$ cat config.mk
export PLATFORM = sky130hd
export DESIGN_NAME = sdram_burst_arbiter_flat
export DESIGN_NICKNAME = d
export VERILOG_FILES = /design/src/rtl/sdram_burst_arbiter_if.sv /design/src/rtl/sdram_burst_arbiter.sv /design/src/flat_wrapper.sv
export SDC_FILE = /design/constraint.sdc
export NUM_CORES = 1
export LEC_CHECK = 0
export CORE_MARGIN = 2
export CORE_UTILIZATION = 34
export CTS_CLUSTER_SIZE = 25
export DETAILED_ROUTE_END_ITERATION = 6
export PLACE_DENSITY = 0.79
export SLEW_MARGIN = 20
export SYNTH_ARGS = -nofsm -noshare
export SYNTH_HDL_FRONTEND = slang
export SYNTH_SLANG_ARGS = --single-unit
$ cat constraint.sdc
create_clock -name clk -period 1.68 [get_ports clk]
set_input_delay 0.42 -clock clk [delete_from_list [all_inputs] [get_ports clk]]
set_output_delay 0.42 -clock clk [all_outputs]
set_load 0.1 [all_outputs]
$ cat src/rtl/sdram_burst_arbiter_if.sv
// Signals between sdram_burst_arbiter, its two requesting ports and the sdram_top burst interface.
// The master modport is the arbiter's view; slave is the view of the requesters and sdram_top.
interface sdram_burst_arbiter_if;
    logic        p0_req;
    logic        p0_we;
    logic [22:0] p0_addr;
    logic [8:0]  p0_len;
    logic [15:0] p0_wdata;
    logic        p0_ack;
    logic [15:0] p0_rdata;
    logic        p0_done;

    logic        p1_req;
    logic        p1_we;
    logic [22:0] p1_addr;
    logic [8:0]  p1_len;
    logic [15:0] p1_wdata;
    logic        p1_ack;
    logic [15:0] p1_rdata;
    logic        p1_done;

    logic        sdram_init_done;
    logic        sdram_wr_req;
    logic        sdram_rd_req;
    logic        sdram_wr_ack;
    logic        sdram_rd_ack;
    logic [22:0] sys_wraddr;
    logic [22:0] sys_rdaddr;
    logic [8:0]  sdwr_byte;
    logic [8:0]  sdrd_byte;
    logic [15:0] sys_data_in;
    logic [15:0] sys_data_out;

    modport master (
        input  p0_req, p0_we, p0_addr, p0_len, p0_wdata,
        output p0_ack, p0_rdata, p0_done,
        input  p1_req, p1_we, p1_addr, p1_len, p1_wdata,
        output p1_ack, p1_rdata, p1_done,
        input  sdram_init_done, sdram_wr_ack, sdram_rd_ack, sys_data_out,
        output sdram_wr_req, sdram_rd_req, sys_wraddr, sys_rdaddr,
        output sdwr_byte, sdrd_byte, sys_data_in
    );

    modport slave (
        output p0_req, p0_we, p0_addr, p0_len, p0_wdata,
        input  p0_ack, p0_rdata, p0_done,
        output p1_req, p1_we, p1_addr, p1_len, p1_wdata,
        input  p1_ack, p1_rdata, p1_done,
        output sdram_init_done, sdram_wr_ack, sdram_rd_ack, sys_data_out,
        input  sdram_wr_req, sdram_rd_req, sys_wraddr, sys_rdaddr,
        input  sdwr_byte, sdrd_byte, sys_data_in
    );
endinterface

$ cat src/rtl/sdram_burst_arbiter.sv
// Two-port round-robin burst arbiter in front of sdram_top: one whole read or write burst
// per grant, per-word ack routing, and an abort if the controller never acks the command.
module sdram_burst_arbiter #(
    parameter int ACK_TIMEOUT = 1024,
    parameter int TW          = 10
) (
    input  logic                          clk,
    input  logic                          reset_n,
    sdram_burst_arbiter_if.master         bus,
    output logic [1:0]                    grant,
    output logic                          busy,
    output logic                          timeout_err
);

    localparam logic [2:0] S_INIT = 3'd0;
    localparam logic [2:0] S_IDLE = 3'd1;
    localparam logic [2:0] S_REQ  = 3'd2;
    localparam logic [2:0] S_XFER = 3'd3;
    localparam logic [2:0] S_DONE = 3'd4;

    localparam logic [TW-1:0] T_LAST = TW'(ACK_TIMEOUT - 1);

    logic [2:0]    state;
    logic          last_grant;
    logic          we_r;
    logic [22:0]   addr_r;
    logic [8:0]    len_r;
    logic [8:0]    count;
    logic [TW-1:0] tcnt;
    logic          wr_req_r;
    logic          rd_req_r;

    logic          pick_p1;
    logic          sel_we;
    logic [22:0]   sel_addr;
    logic [8:0]    sel_len;
    logic          match_ack;
    logic          in_xfer;

    // On a tie the port that did not own the previous burst wins.
    always_comb begin
        pick_p1   = (bus.p0_req && bus.p1_req) ? ~last_grant : bus.p1_req;
        sel_we    = pick_p1 ? bus.p1_we   : bus.p0_we;
        sel_addr  = pick_p1 ? bus.p1_addr : bus.p0_addr;
        sel_len   = pick_p1 ? bus.p1_len  : bus.p0_len;
        match_ack = we_r ? bus.sdram_wr_ack : bus.sdram_rd_ack;
        in_xfer   = (state == S_REQ) || (state == S_XFER);
    end

    always_ff @(posedge clk) begin
        if (!reset_n) begin
            state       <= S_INIT;
            last_grant  <= 1'b1;
            grant       <= 2'b00;
            we_r        <= 1'b0;
            addr_r      <= '0;
            len_r       <= '0;
            count       <= '0;
            tcnt        <= '0;
            wr_req_r    <= 1'b0;
            rd_req_r    <= 1'b0;
            timeout_err <= 1'b0;
        end else begin
            timeout_err <= 1'b0;
            case (state)
                S_INIT: begin
                    if (bus.sdram_init_done) state <= S_IDLE;
                end
                S_IDLE: begin
                    if (!bus.sdram_init_done) begin
                        state <= S_INIT;
                    end else if (bus.p0_req || bus.p1_req) begin
                        grant  <= pick_p1 ? 2'b10 : 2'b01;
                        we_r   <= sel_we;
                        addr_r <= sel_addr;
                        len_r  <= sel_len;
                        count  <= '0;
                        tcnt   <= '0;
                        if (sel_len == 9'd0) begin
                            state <= S_DONE;
                        end else begin
                            state    <= S_REQ;
                            wr_req_r <= sel_we;
                            rd_req_r <= ~sel_we;
                        end
                    end
                end
                // Only the wait for the first ack is bounded; once data flows the controller owns pacing.
                S_REQ: begin
                    if (match_ack) begin
                        wr_req_r <= 1'b0;
                        rd_req_r <= 1'b0;
                        count    <= 9'd1;
                        state    <= (len_r == 9'd1) ? S_DONE : S_XFER;
                    end else if (tcnt == T_LAST) begin
                        wr_req_r    <= 1'b0;
                        rd_req_r    <= 1'b0;
                        timeout_err <= 1'b1;
                        state       <= S_DONE;
                    end else begin
                        tcnt <= tcnt + TW'(1);
                    end
                end
                S_XFER: begin
                    if (match_ack) begin
                        count <= count + 9'd1;
                        if (count == len_r - 9'd1) state <= S_DONE;
                    end
                end
                S_DONE: begin
                    last_grant <= grant[1];
                    grant      <= 2'b00;
                    state      <= bus.sdram_init_done ? S_IDLE : S_INIT;
                end
                default: state <= S_INIT;
            endcase
        end
    end

    assign busy = in_xfer || (state == S_DONE);

    assign bus.sdram_wr_req = wr_req_r;
    assign bus.sdram_rd_req = rd_req_r;
    assign bus.sys_wraddr   = addr_r;
    assign bus.sys_rdaddr   = addr_r;
    assign bus.sdwr_byte    = len_r;
    assign bus.sdrd_byte    = len_r;

    // Data and strobes are steered purely by grant so an idle port never sees traffic.
    assign bus.sys_data_in = grant[0] ? bus.p0_wdata :
                             grant[1] ? bus.p1_wdata : 16'h0000;

    assign bus.p0_ack   = match_ack & grant[0] & in_xfer;
    assign bus.p1_ack   = match_ack & grant[1] & in_xfer;
    assign bus.p0_rdata = grant[0] ? bus.sys_data_out : 16'h0000;
    assign bus.p1_rdata = grant[1] ? bus.sys_data_out : 16'h0000;
    assign bus.p0_done  = (state == S_DONE) & grant[0];
    assign bus.p1_done  = (state == S_DONE) & grant[1];

endmodule

$ cat src/flat_wrapper.sv
// flat-port wrapper written by rule: the top's interface ports become plain ports
module sdram_burst_arbiter_flat 
#(
    parameter int ACK_TIMEOUT = 1024,
    parameter int TW          = 10
)
  (clk, reset_n, grant, busy, timeout_err, bus_p0_req, bus_p0_we, bus_p0_addr, bus_p0_len, bus_p0_wdata, bus_p0_ack, bus_p0_rdata, bus_p0_done, bus_p1_req, bus_p1_we, bus_p1_addr, bus_p1_len, bus_p1_wdata, bus_p1_ack, bus_p1_rdata, bus_p1_done, bus_sdram_init_done, bus_sdram_wr_ack, bus_sdram_rd_ack, bus_sys_data_out, bus_sdram_wr_req, bus_sdram_rd_req, bus_sys_wraddr, bus_sys_rdaddr, bus_sdwr_byte, bus_sdrd_byte, bus_sys_data_in);
  sdram_burst_arbiter_if bus_i ();
  input  logic clk;
  input  logic reset_n;
  output logic [1:0] grant;
  output logic busy;
  output logic timeout_err;
  input wire logic [$bits(bus_i.p0_req)-1:0] bus_p0_req;
  input wire logic [$bits(bus_i.p0_we)-1:0] bus_p0_we;
  input wire logic [$bits(bus_i.p0_addr)-1:0] bus_p0_addr;
  input wire logic [$bits(bus_i.p0_len)-1:0] bus_p0_len;
  input wire logic [$bits(bus_i.p0_wdata)-1:0] bus_p0_wdata;
  output wire logic [$bits(bus_i.p0_ack)-1:0] bus_p0_ack;
  output wire logic [$bits(bus_i.p0_rdata)-1:0] bus_p0_rdata;
  output wire logic [$bits(bus_i.p0_done)-1:0] bus_p0_done;
  input wire logic [$bits(bus_i.p1_req)-1:0] bus_p1_req;
  input wire logic [$bits(bus_i.p1_we)-1:0] bus_p1_we;
  input wire logic [$bits(bus_i.p1_addr)-1:0] bus_p1_addr;
  input wire logic [$bits(bus_i.p1_len)-1:0] bus_p1_len;
  input wire logic [$bits(bus_i.p1_wdata)-1:0] bus_p1_wdata;
  output wire logic [$bits(bus_i.p1_ack)-1:0] bus_p1_ack;
  output wire logic [$bits(bus_i.p1_rdata)-1:0] bus_p1_rdata;
  output wire logic [$bits(bus_i.p1_done)-1:0] bus_p1_done;
  input wire logic [$bits(bus_i.sdram_init_done)-1:0] bus_sdram_init_done;
  input wire logic [$bits(bus_i.sdram_wr_ack)-1:0] bus_sdram_wr_ack;
  input wire logic [$bits(bus_i.sdram_rd_ack)-1:0] bus_sdram_rd_ack;
  input wire logic [$bits(bus_i.sys_data_out)-1:0] bus_sys_data_out;
  output wire logic [$bits(bus_i.sdram_wr_req)-1:0] bus_sdram_wr_req;
  output wire logic [$bits(bus_i.sdram_rd_req)-1:0] bus_sdram_rd_req;
  output wire logic [$bits(bus_i.sys_wraddr)-1:0] bus_sys_wraddr;
  output wire logic [$bits(bus_i.sys_rdaddr)-1:0] bus_sys_rdaddr;
  output wire logic [$bits(bus_i.sdwr_byte)-1:0] bus_sdwr_byte;
  output wire logic [$bits(bus_i.sdrd_byte)-1:0] bus_sdrd_byte;
  output wire logic [$bits(bus_i.sys_data_in)-1:0] bus_sys_data_in;
  assign bus_i.p0_req = bus_p0_req;
  assign bus_i.p0_we = bus_p0_we;
  assign bus_i.p0_addr = bus_p0_addr;
  assign bus_i.p0_len = bus_p0_len;
  assign bus_i.p0_wdata = bus_p0_wdata;
  assign bus_p0_ack = bus_i.p0_ack;
  assign bus_p0_rdata = bus_i.p0_rdata;
  assign bus_p0_done = bus_i.p0_done;
  assign bus_i.p1_req = bus_p1_req;
  assign bus_i.p1_we = bus_p1_we;
  assign bus_i.p1_addr = bus_p1_addr;
  assign bus_i.p1_len = bus_p1_len;
  assign bus_i.p1_wdata = bus_p1_wdata;
  assign bus_p1_ack = bus_i.p1_ack;
  assign bus_p1_rdata = bus_i.p1_rdata;
  assign bus_p1_done = bus_i.p1_done;
  assign bus_i.sdram_init_done = bus_sdram_init_done;
  assign bus_i.sdram_wr_ack = bus_sdram_wr_ack;
  assign bus_i.sdram_rd_ack = bus_sdram_rd_ack;
  assign bus_i.sys_data_out = bus_sys_data_out;
  assign bus_sdram_wr_req = bus_i.sdram_wr_req;
  assign bus_sdram_rd_req = bus_i.sdram_rd_req;
  assign bus_sys_wraddr = bus_i.sys_wraddr;
  assign bus_sys_rdaddr = bus_i.sys_rdaddr;
  assign bus_sdwr_byte = bus_i.sdwr_byte;
  assign bus_sdrd_byte = bus_i.sdrd_byte;
  assign bus_sys_data_in = bus_i.sys_data_in;
  sdram_burst_arbiter #(.ACK_TIMEOUT(ACK_TIMEOUT), .TW(TW)) u_core (.clk(clk), .reset_n(reset_n), .bus(bus_i), .grant(grant), .busy(busy), .timeout_err(timeout_err));
endmodule
Yosys cells after proc, flatten, opt, wreduce, memory -nomap -nowiden
Index checks and enable logic that the tools add are counted.
- $add $sub $neg: 3
- equal/unequal tests: 18
- muxes and demuxes: 45
- bitwise operators: 10
- reductions and logical operators: 16
- operators by type and width (cell ; number):
    16-bit two-way mux ; 4
    9-bit two-way mux ; 5
    10-bit two-way mux ; 4
    3-bit two-way mux ; 9
    9-bit case mux with 3 select lines ; 1
    23-bit two-way mux ; 1
    10-bit case mux with 2 select lines ; 1
    5-bit AND reduction ; 4
    3-bit case mux with 5 select lines ; 1
    1-bit two-way mux ; 13
    2-bit inequality test, second input constant ; 6
    10-bit by 1-bit adder with 10-bit output, second input constant ; 1
    10-bit equality test, second input constant ; 1
    9-bit by 1-bit adder with 9-bit output, second input constant ; 1
    9-bit by 1-bit equality test with 1-bit output, second input constant ; 1
    9-bit equality test ; 1
    9-bit zero test ; 1
    9-bit by 1-bit subtractor with 9-bit output, second input constant ; 1
    1-bit bitwise AND ; 6
    3-bit by 2-bit equality test with 1-bit output, second input constant ; 2
    2-bit two-way mux ; 3
    2-bit by 1-bit inequality test with 1-bit output, second input constant ; 3
    3-bit by 2-bit inequality test with 1-bit output, second input constant ; 2
    3-bit AND reduction ; 2
    11 further kinds ; 18
- flip-flop bits (word level): 61
- bits of input ports: 121
- output and inout bits: 122
- word-level logic and storage cells: 103

Logic depth before layout (Yosys ltp)
Gate-level depths: netlist (run 1).
- word-level depth: 8
- gate-level depth with buffers: 7
- depth with buffers taken out: 7

Worst setup path after synthesis (run 1)
Ideal clock, no wire load.
- path type: flip-flop to output port
- start: register u_core.grant[1]
- end: output port bus_sys_data_in[10]
- data arrival time: 2.456 ns
- required time: 1.260 ns
- path slack: -1.196 ns
- cell stages (with the launch flop): 5
- path through: dfxtp_1 > nor2b_1 > clkbuf_1 > clkbuf_1 > a22o_1
- cells in the longest elaborated chain, start to end: 2
- RTL lines (what ; line ; RTL):
    from (decl) ; sdram_burst_arbiter.sv:10 ; output logic [1:0] grant,
    from (signal assigned) ; sdram_burst_arbiter.sv:73 ; grant <= pick_p1 ? 2'b10 : 2'b01;
    16-bit two-way mux ; sdram_burst_arbiter.sv:131 ; grant[1] ? bus.p1_wdata : 16'h0000;
    16-bit two-way mux ; sdram_burst_arbiter.sv:130 ; assign bus.sys_data_in = grant[0] ? bus.p0_wdata :
    to (decl) ; flat_wrapper.sv:40 ; output wire logic [$bits(bus_i.sys_data_in)-1:0] bus_sys_data_in;
Every way passes these cells.

Final worst setup path (run 1)
- start: register u_core.len_r[4] (netlist: u_core.bus.sdrd_byte[4])
- end: register u_core.state[0]
- cells in the longest elaborated chain, start to end: 4
- elaborated cells on any way between the ends: 8
- RTL lines (what ; line ; RTL):
    from (decl) ; sdram_burst_arbiter.sv:27 ; logic [8:0] len_r;
    from (signal assigned) ; sdram_burst_arbiter.sv:76 ; len_r <= sel_len;
    9-bit by 1-bit subtractor with 9-bit output or 9-bit by 1-bit equality test with 1-bit output (tied branches) ; sdram_burst_arbiter.sv:107, sdram_burst_arbiter.sv:94 ;
    9-bit equality test or 3-bit two-way mux (tied branches) ; sdram_burst_arbiter.sv:107, sdram_burst_arbiter.sv:94 ;
    2-bit inequality test (no line) or 3-bit two-way mux (tied branches) ; - ;
    5-bit AND reduction (no line) or 3-bit case mux with 5 select lines (tied branches) ; - ;
    to (signal assigned) ; sdram_burst_arbiter.sv:94 ; state <= (len_r == 9'd1) ? S_DONE : S_XFER;
    to (signal assigned) ; sdram_burst_arbiter.sv:113 ; state <= bus.sdram_init_done ? S_IDLE : S_INIT;
    to (decl) ; sdram_burst_arbiter.sv:23 ; logic [2:0] state;
Parallel ways exist; a longest one is shown, timed or not.
A chain may end at the register's enable or synchronous reset.

==> metrics.txt, run 1 <==
cell with the largest stage delay on the worst path sky130_fd_sc_hd__nor3_1; Finished Cell Area 9080 um^2; accumulated negative setup slack -4.49 ns; Cell variety after synth 53; maximum number of buffers from clock root to sink 2; Post-Place Worst Slack -0.722 ns; cell count of the worst reg-to-reg path 6; startpoint of the lowest-slack hold path u_core.tcnt[6]; Max Fclk 524 MHz; worst endpoint data arrival time 2.12 ns; initial standard-cell utilization of the core 35.0%; worst hold path class reg2reg; endpoint of the lowest-slack register-to-register path u_core.state[0]; mean post-synth cell area 8.24 um^2; warning count from the yosys run 0; category of the critical setup timing path reg2reg; ys async rst share 0%; max-slew violations 0; insertion delay to the later sink of the worst-skew pair between 0.3 and 0.4 ns; failing checks setup timing; layout cell share with drive strength beyond 1 49.3%; number of rows created at floorplan 38; final clock skew between 0.006 and 0.007 ns; CTS sink cnt 61; TritonCTS clock tree yes; overall die area 12100 um^2; type of element launching the critical path flop; multiplexer share of the synthesized area 9.24%; total of fill cells in the finished design 557; area grow syn2layout 137%; total of hold buffers inserted after clock tree synthesis 0; Global Route Usage Sum a little over a quarter; largest stage delay on the critical path 0.37 ns; top cell type by total area after synthesis sky130_fd_sc_hd__dfxtp_1; cell depth of the worst hold path 2; portion of synthesized cell area occupied by the leading cell type 31.9%; number of register bits inferred by synthesis 61; Worst Setup Slack, final -0.228 ns; weighted congestion reported at the end of routability-driven placement around 0.91; count of antenna diodes in the layout 0; Core ar. roughly 11000 um^2; Post-synth EDFFs 0; final setup vio count 38; Iteration-0 DRC Markers 289; initial antenna violation count 0; sequence of cells on the critical path buf_4 > nor3_1 > xnor2_1 > a211oi_2 > a2111oi_2 > a2111oi_2; clock period minus worst slack around 1.9 ns; main combinational cell family by area after synthesis simple AND/OR/NAND/NOR gates; leading post-synthesis cells by cell area sky130_fd_sc_hd__dfxtp_1 32%, sky130_fd_sc_hd__mux2i_1 8.9%, sky130_fd_sc_hd__a211oi_1 6.9%; sequential fraction of the synthesis area 31.9%; detailed-route wire length between 15 and 20 mm; final period utilization 114%; commonest non-fill, non-tap cells in the layout 128 x sky130_fd_sc_hd__buf_12, 108 x sky130_fd_sc_hd__clkdlybuf4s50_1, 51 x sky130_fd_sc_hd__buf_4; maximum number of pins on one net before global-route repair 25; final worst hold slack 0.498 ns; endpoint kind of the worst setup timing path flop; per-cell via count in the routed design 5.52; Worst Hold Path EP u_core.tcnt[6]; Overflow after GRT 0; Port-buffer cells 242; max-cap violations 0; transition at the pin with the smallest max-transition slack ~0.45 ns; Crit Path Max Fanout 5; most common flop cell mapped by yosys sky130_fd_sc_hd__dfxtp_1; xor-xnor portion of the synthesized cell area 4.34%; crit-path most repeated cell sky130_fd_sc_hd__a2111oi_2; number of instances in the synthesized netlist 465; setup repair after global routing missed its margin true; largest vdd supply drop 0.000927 V; final hold violations 0; routed wire length per instance 21.3 um; adder-cell area share of the yosys netlist 1.31%; HPWL reported at the end of detailed placement roughly 12 mm; standby leakage power 3.62 nW; Compound-Gate Fraction of Synth Area 18.6%; floorplan die height 110 um; result of the run finished with violations; most common cell after layout, fill and taps aside sky130_fd_sc_hd__buf_12; global-route wire length before repair 25.6 mm; via count of the first global-routing pass 4900; max-slew headroom at the worst pin about 70%; simple-gate share of the synthesized area 24.3%; number of design rule violations left after detail routing 0; depth of the CTS H-tree 3; final-stage net count 858; instance area at placement slightly above 8000 um^2; required time worst endpoint 1.89 ns; worst flop-to-flop path startpoint u_core.bus.sdrd_byte[4]; number of I/O pins between 200 and 250; total power of the final layout 11.9 mW; horizontal die dimension 110 um; number of buffers created by CTS 9; clock slew seen by the registers of the worst setup and hold paths 0.06 ns; r2r setup slk -0.23 ns; via count of the routed design about 4800; clock root buffer sky130_fd_sc_hd__clkbuf_16; remaining antenna violation count after routing 0; count of TritonRoute iterations in the first routing pass 5; Synthesized Nets 590; total power density per cell area 1310 nW/um^2; Post-Synthesis Cell Area roughly 3800 um^2
## per-layer routing
metal  global-route usage [%]  routed length [um]
met1                     30.2                6760
met2                     50.4                9510
met3                     7.05                1770
met4                     10.3                 634
met5                        0                   0
## synthesized netlist by cell type, drive strengths merged, types with 2 or more instances
master and instances:
inv 9, clkbuf 23, nand3b 2, nand2 20, ha 4, a211oi 35
a22o 16, nand4 8, o31ai 2, a21oi 17, o22ai 3, a21boi 2
nor2 52, nor3 12, and2 39, xnor2 9, xor2 10, o211ai 2
and4 3, nand3 9, nor3b 2, o21ai 10, nor4 6, dfxtp 61
a31oi 2, a2111oi 2, or3 7, buf 38, or4 2, and3 8
mux2i 35
## power breakdown
| group | switching, mW | internal, mW | leakage, nW | total (mW) |
|---|---|---|---|---|
| Combinational | 4.85 | 3.23 | 2.96 | 8.08 |
| Clock | 0.661 | 1.07 | 0.142 | 1.73 |
| Sequential | 0.423 | 1.71 | 0.516 | 2.13 |
| Total | 5.93 | 6.01 | 3.62 | 11.9 |
## worst max path at each step
stage | to | slack [ns] | startpoint
6_report | u_core.state[0] | -0.23 | u_core.bus.sdrd_byte[4]
3_5_place_dp | u_core.state[0] | -0.72 | bus_p0_req
5_1_grt | u_core.state[0] | -0.30 | u_core.bus.sdrd_byte[4]
3_3_place_gp | u_core.tcnt[5] | -0.64 | bus_p1_req
4_1_cts | bus_p1_ack | -0.18 | u_core.we_r
2_1_floorplan | bus_sys_data_in[10] | -0.17 | u_core.grant[0]
## through the flow
stage          instances  utilization, %
2_1_floorplan        465               -
3_3_place_gp         843            73.8
3_5_place_dp         843            73.8
4_1_cts              869            79.6
5_1_grt              878            83.1
6_report             878            83.1
## timing repair
| action | in CTS | in global routing |
|---|---|---|
| endpoints found under the setup margin | 105 | 94 |
| cloned | 4 | 3 |
| buffers inserted | 8 | 7 |
| gates resized for setup | 54 | 72 |
| pin swaps | 24 | 31 |
## cells by family (layout without fill, tap and decap cells)
group / after synthesis / after routing
simple gates: 175 / 175
compound gates: 100 / 100
buf+inv: 71 / 344
flops: 61 / 61
mux: 35 / 35
xor+xnor: 19 / 19
fa+ha+maj: 4 / 4
## sequential cells by signal (all words and copies together) (netlist names)
signal,flops
u_core.count,9
u_core.we_r,1
u_core.state,3
u_core.bus.sdrd_byte,9
u_core.last_grant,1
u_core.bus.sys_rdaddr,23
u_core.timeout_err,1
u_core.bus.sdram_wr_req,1
u_core.bus.sdram_rd_req,1
u_core.grant,2
u_core.tcnt,10
## final cells by class
type                            count  area, um^2  area share (%)
Clock buffer                       12         256            2.82
Clock inverter                      4        23.8           0.262
Inverter                           10        40.0           0.441
Multi-Input combinational cell    333        2830            31.2
Sequential cell                    61        1290            14.3
Tap cell                          140         175            1.93
Timing Repair Buffer              318        4460            49.1
## critical path: cells and delay by family, from the launching register on
kind | cells | cell delay, ns
AO/OA/AOI/OAI | 3 | 0.77
AND/OR/NAND/NOR | 1 | 0.37
flip-flops | 1 | 0.35
buffers and inverters | 1 | 0.16
XOR/XNOR | 1 | 0.14
No activity file was read; power rests on OpenSTA's default activity.
==> run 2: changes to the inputs <==
Settings changed: REMOVE_ABC_BUFFERS from default to 1, SKIP_LAST_GASP from default to 1.
==> metrics.txt, run 2 (synthesized netlist as in run 1, its figures left out) <==
result of the run finished with violations; failing checks setup timing; final hold violations 0 (unchanged); largest vdd supply drop 0.000961 V (+3.7%); startpoint of the lowest-slack hold path u_core.bus.sdram_wr_req; number of I/O pins 243 (unchanged); accumulated negative setup slack -4.86 ns (-0.370 ns); clock slew seen by the registers of the worst setup and hold paths 0.06 ns (about the same); detailed-route wire length 19.7 mm (+5.8%); maximum number of pins on one net before global-route repair 29 (+16%); layout cell share with drive strength beyond 1 46.3% (-3.0 points); cell depth of the worst hold path 2 (unchanged); total power density per cell area 1350 nW/um^2 (+2.8%); worst endpoint data arrival time 2.31 ns (+0.19 ns); initial standard-cell utilization of the core 35.0% (unchanged); max-slew headroom at the worst pin 67.7% (-2.1 points); Max Fclk 478 MHz (-8.7%); clock root buffer sky130_fd_sc_hd__clkbuf_16; worst hold path class reg2reg; number of design rule violations left after detail routing 0 (unchanged); overall die area 12100 um^2 (unchanged); final worst hold slack 0.496 ns (-0.00218 ns); transition at the pin with the smallest max-transition slack 0.481 ns (+0.0327 ns); Post-Place Worst Slack -0.637 ns (+0.0852 ns); fraction of the core area covered by cells at the end of the flow 83.8% (+0.76 points); number of flip-flops under the largest register name 23 (unchanged); Port-buffer cells 242 (unchanged); largest stage delay on the critical path 0.49 ns (+0.12 ns); global-route wire length before repair 27.0 mm (+5.3%); sequence of cells on the critical path buf_4 > xor2_1 > nor3_1 > a311oi_1 > a21oi_2 > a2111oi_2; via count of the first global-routing pass 5182 (+5.8%); count of antenna diodes in the layout 0 (unchanged); total of fill cells in the finished design 555 (-0.36%); final-stage net count 871 (+1.5%); number of rows created at floorplan 38 (unchanged); endpoint kind of the worst setup timing path flop; Worst Hold Path EP u_core.bus.sdram_wr_req; insertion delay to the later sink of the worst-skew pair 0.35 ns (+0.02 ns); worst flop-to-flop path startpoint u_core.bus.sdrd_byte[4]; count of TritonRoute iterations in the first routing pass 5 (unchanged); via count of the routed design 5083 (+5.0%); max-cap violations 0 (unchanged); depth of the CTS H-tree 3 (unchanged); maximum number of buffers from clock root to sink 2 (unchanged); Iteration-0 DRC Markers 441 (+53%); Core ar. 10900 um^2 (unchanged); most common cell after layout, fill and taps aside sky130_fd_sc_hd__buf_12; remaining antenna violation count after routing 0 (unchanged); CTS sink cnt 61 (unchanged); required time worst endpoint 1.90 ns (about the same); type of element launching the critical path flop; total of hold buffers inserted after clock tree synthesis 0 (unchanged); cell with the largest stage delay on the worst path sky130_fd_sc_hd__dfxtp_1; HPWL reported at the end of detailed placement 12.0 mm (-3.6%); Overflow after GRT 0 (unchanged); area grow syn2layout 139%; total power of the final layout 12.4 mW (+3.7%); final setup vio count 50 (+32%); commonest non-fill, non-tap cells in the layout 129 x sky130_fd_sc_hd__buf_12, 106 x sky130_fd_sc_hd__clkdlybuf4s50_1, 59 x sky130_fd_sc_hd__buf_4; cell count of the worst reg-to-reg path 6 (unchanged); endpoint of the lowest-slack register-to-register path u_core.state[0]; routed wire length per instance 22.2 um (+4.3%); per-cell via count in the routed design 5.70 (+3.4%); Worst Setup Slack, final -0.411 ns (-0.183 ns); final period utilization 124% (+11 points); horizontal die dimension 110 um (unchanged); Global Route Usage Sum 29.0% (+1.6 points); Crit Path Max Fanout 5 (unchanged); r2r setup slk -0.41 ns (-0.18 ns); clock period minus worst slack 2.09 ns (+0.183 ns); max-slew violations 0 (unchanged); weighted congestion reported at the end of routability-driven placement 0.878 (-3.5%); initial antenna violation count 0 (unchanged); standby leakage power 3.68 nW (+1.7%); final clock skew 0.00684 ns (+0.000143 ns); number of buffers created by CTS 9 (unchanged); TritonCTS clock tree yes; category of the critical setup timing path reg2reg; setup repair after global routing missed its margin true; floorplan die height 110 um (unchanged)
## run 2: per-layer routing
layer,wire length [um],vias up,track usage (%)
met5,0,-,0
met2,10300,358,53.5
met4,997,0,14.1
li1,-,2207,-
met1,6660,2417,30.3
met3,1760,101,7.76
## run 2: area by class of cell
class	count	area [um^2]	area share (%)
repair buffers	331	4590	50.0
multi-input cells	333	2820	30.7
flip-flops and latches	61	1240	13.5
clock buffers	9	225	2.46
well taps	140	175	1.91
clock inverters	7	82.6	0.901
inverters	10	37.5	0.410
## run 2: where the power goes
part | leakage (nW) | switching (mW) | internal, mW
registers | 0.500 | 0.387 | 1.67
clock network | 0.145 | 0.779 | 1.17
logic | 3.03 | 5.04 | 3.33
## run 2: worst max path at each step
stage	from	to	slack (ns)	cells after the start
after global routing	u_core.bus.sdrd_byte[4]	u_core.state[0]	-0.45	6
after global placement	bus_p0_req	u_core.tcnt[4]	-0.55	8
after detailed placement	bus_sdram_rd_ack	u_core.tcnt[4]	-0.64	7
after floorplan	bus_p1_req	u_core.state[1]	-3.46	5
after CTS	u_core.we_r	bus_p1_ack	-0.22	5
final	u_core.bus.sdrd_byte[4]	u_core.state[0]	-0.41	6
## run 2: repair_timing
| item | in CTS | in global routing |
|---|---|---|
| gates cloned | 4 | 3 |
| pin swaps | 38 | 43 |
| setup endpoints to repair | 106 | 105 |
| resized for setup | 103 | 85 |
| buffers inserted | 14 | 6 |
## run 2: worst max-delay path: cells and delay by family, from the launching register on
kind / cells / cell delay [ns]
and+or+nand+nor: 1 / 0.11
AOI/OAI and AO/OA: 3 / 0.92
xor gates and xnor gates: 1 / 0.28
DFF: 1 / 0.49
buffers and inverters: 1 / 0.18
## run 2: metrics by stage
step,cells,cell area (um^2)
finish,891,9170
global route,891,9170
CTS,884,8710
detailed placement,854,7860
global placement,854,7860
floorplan,404,3470
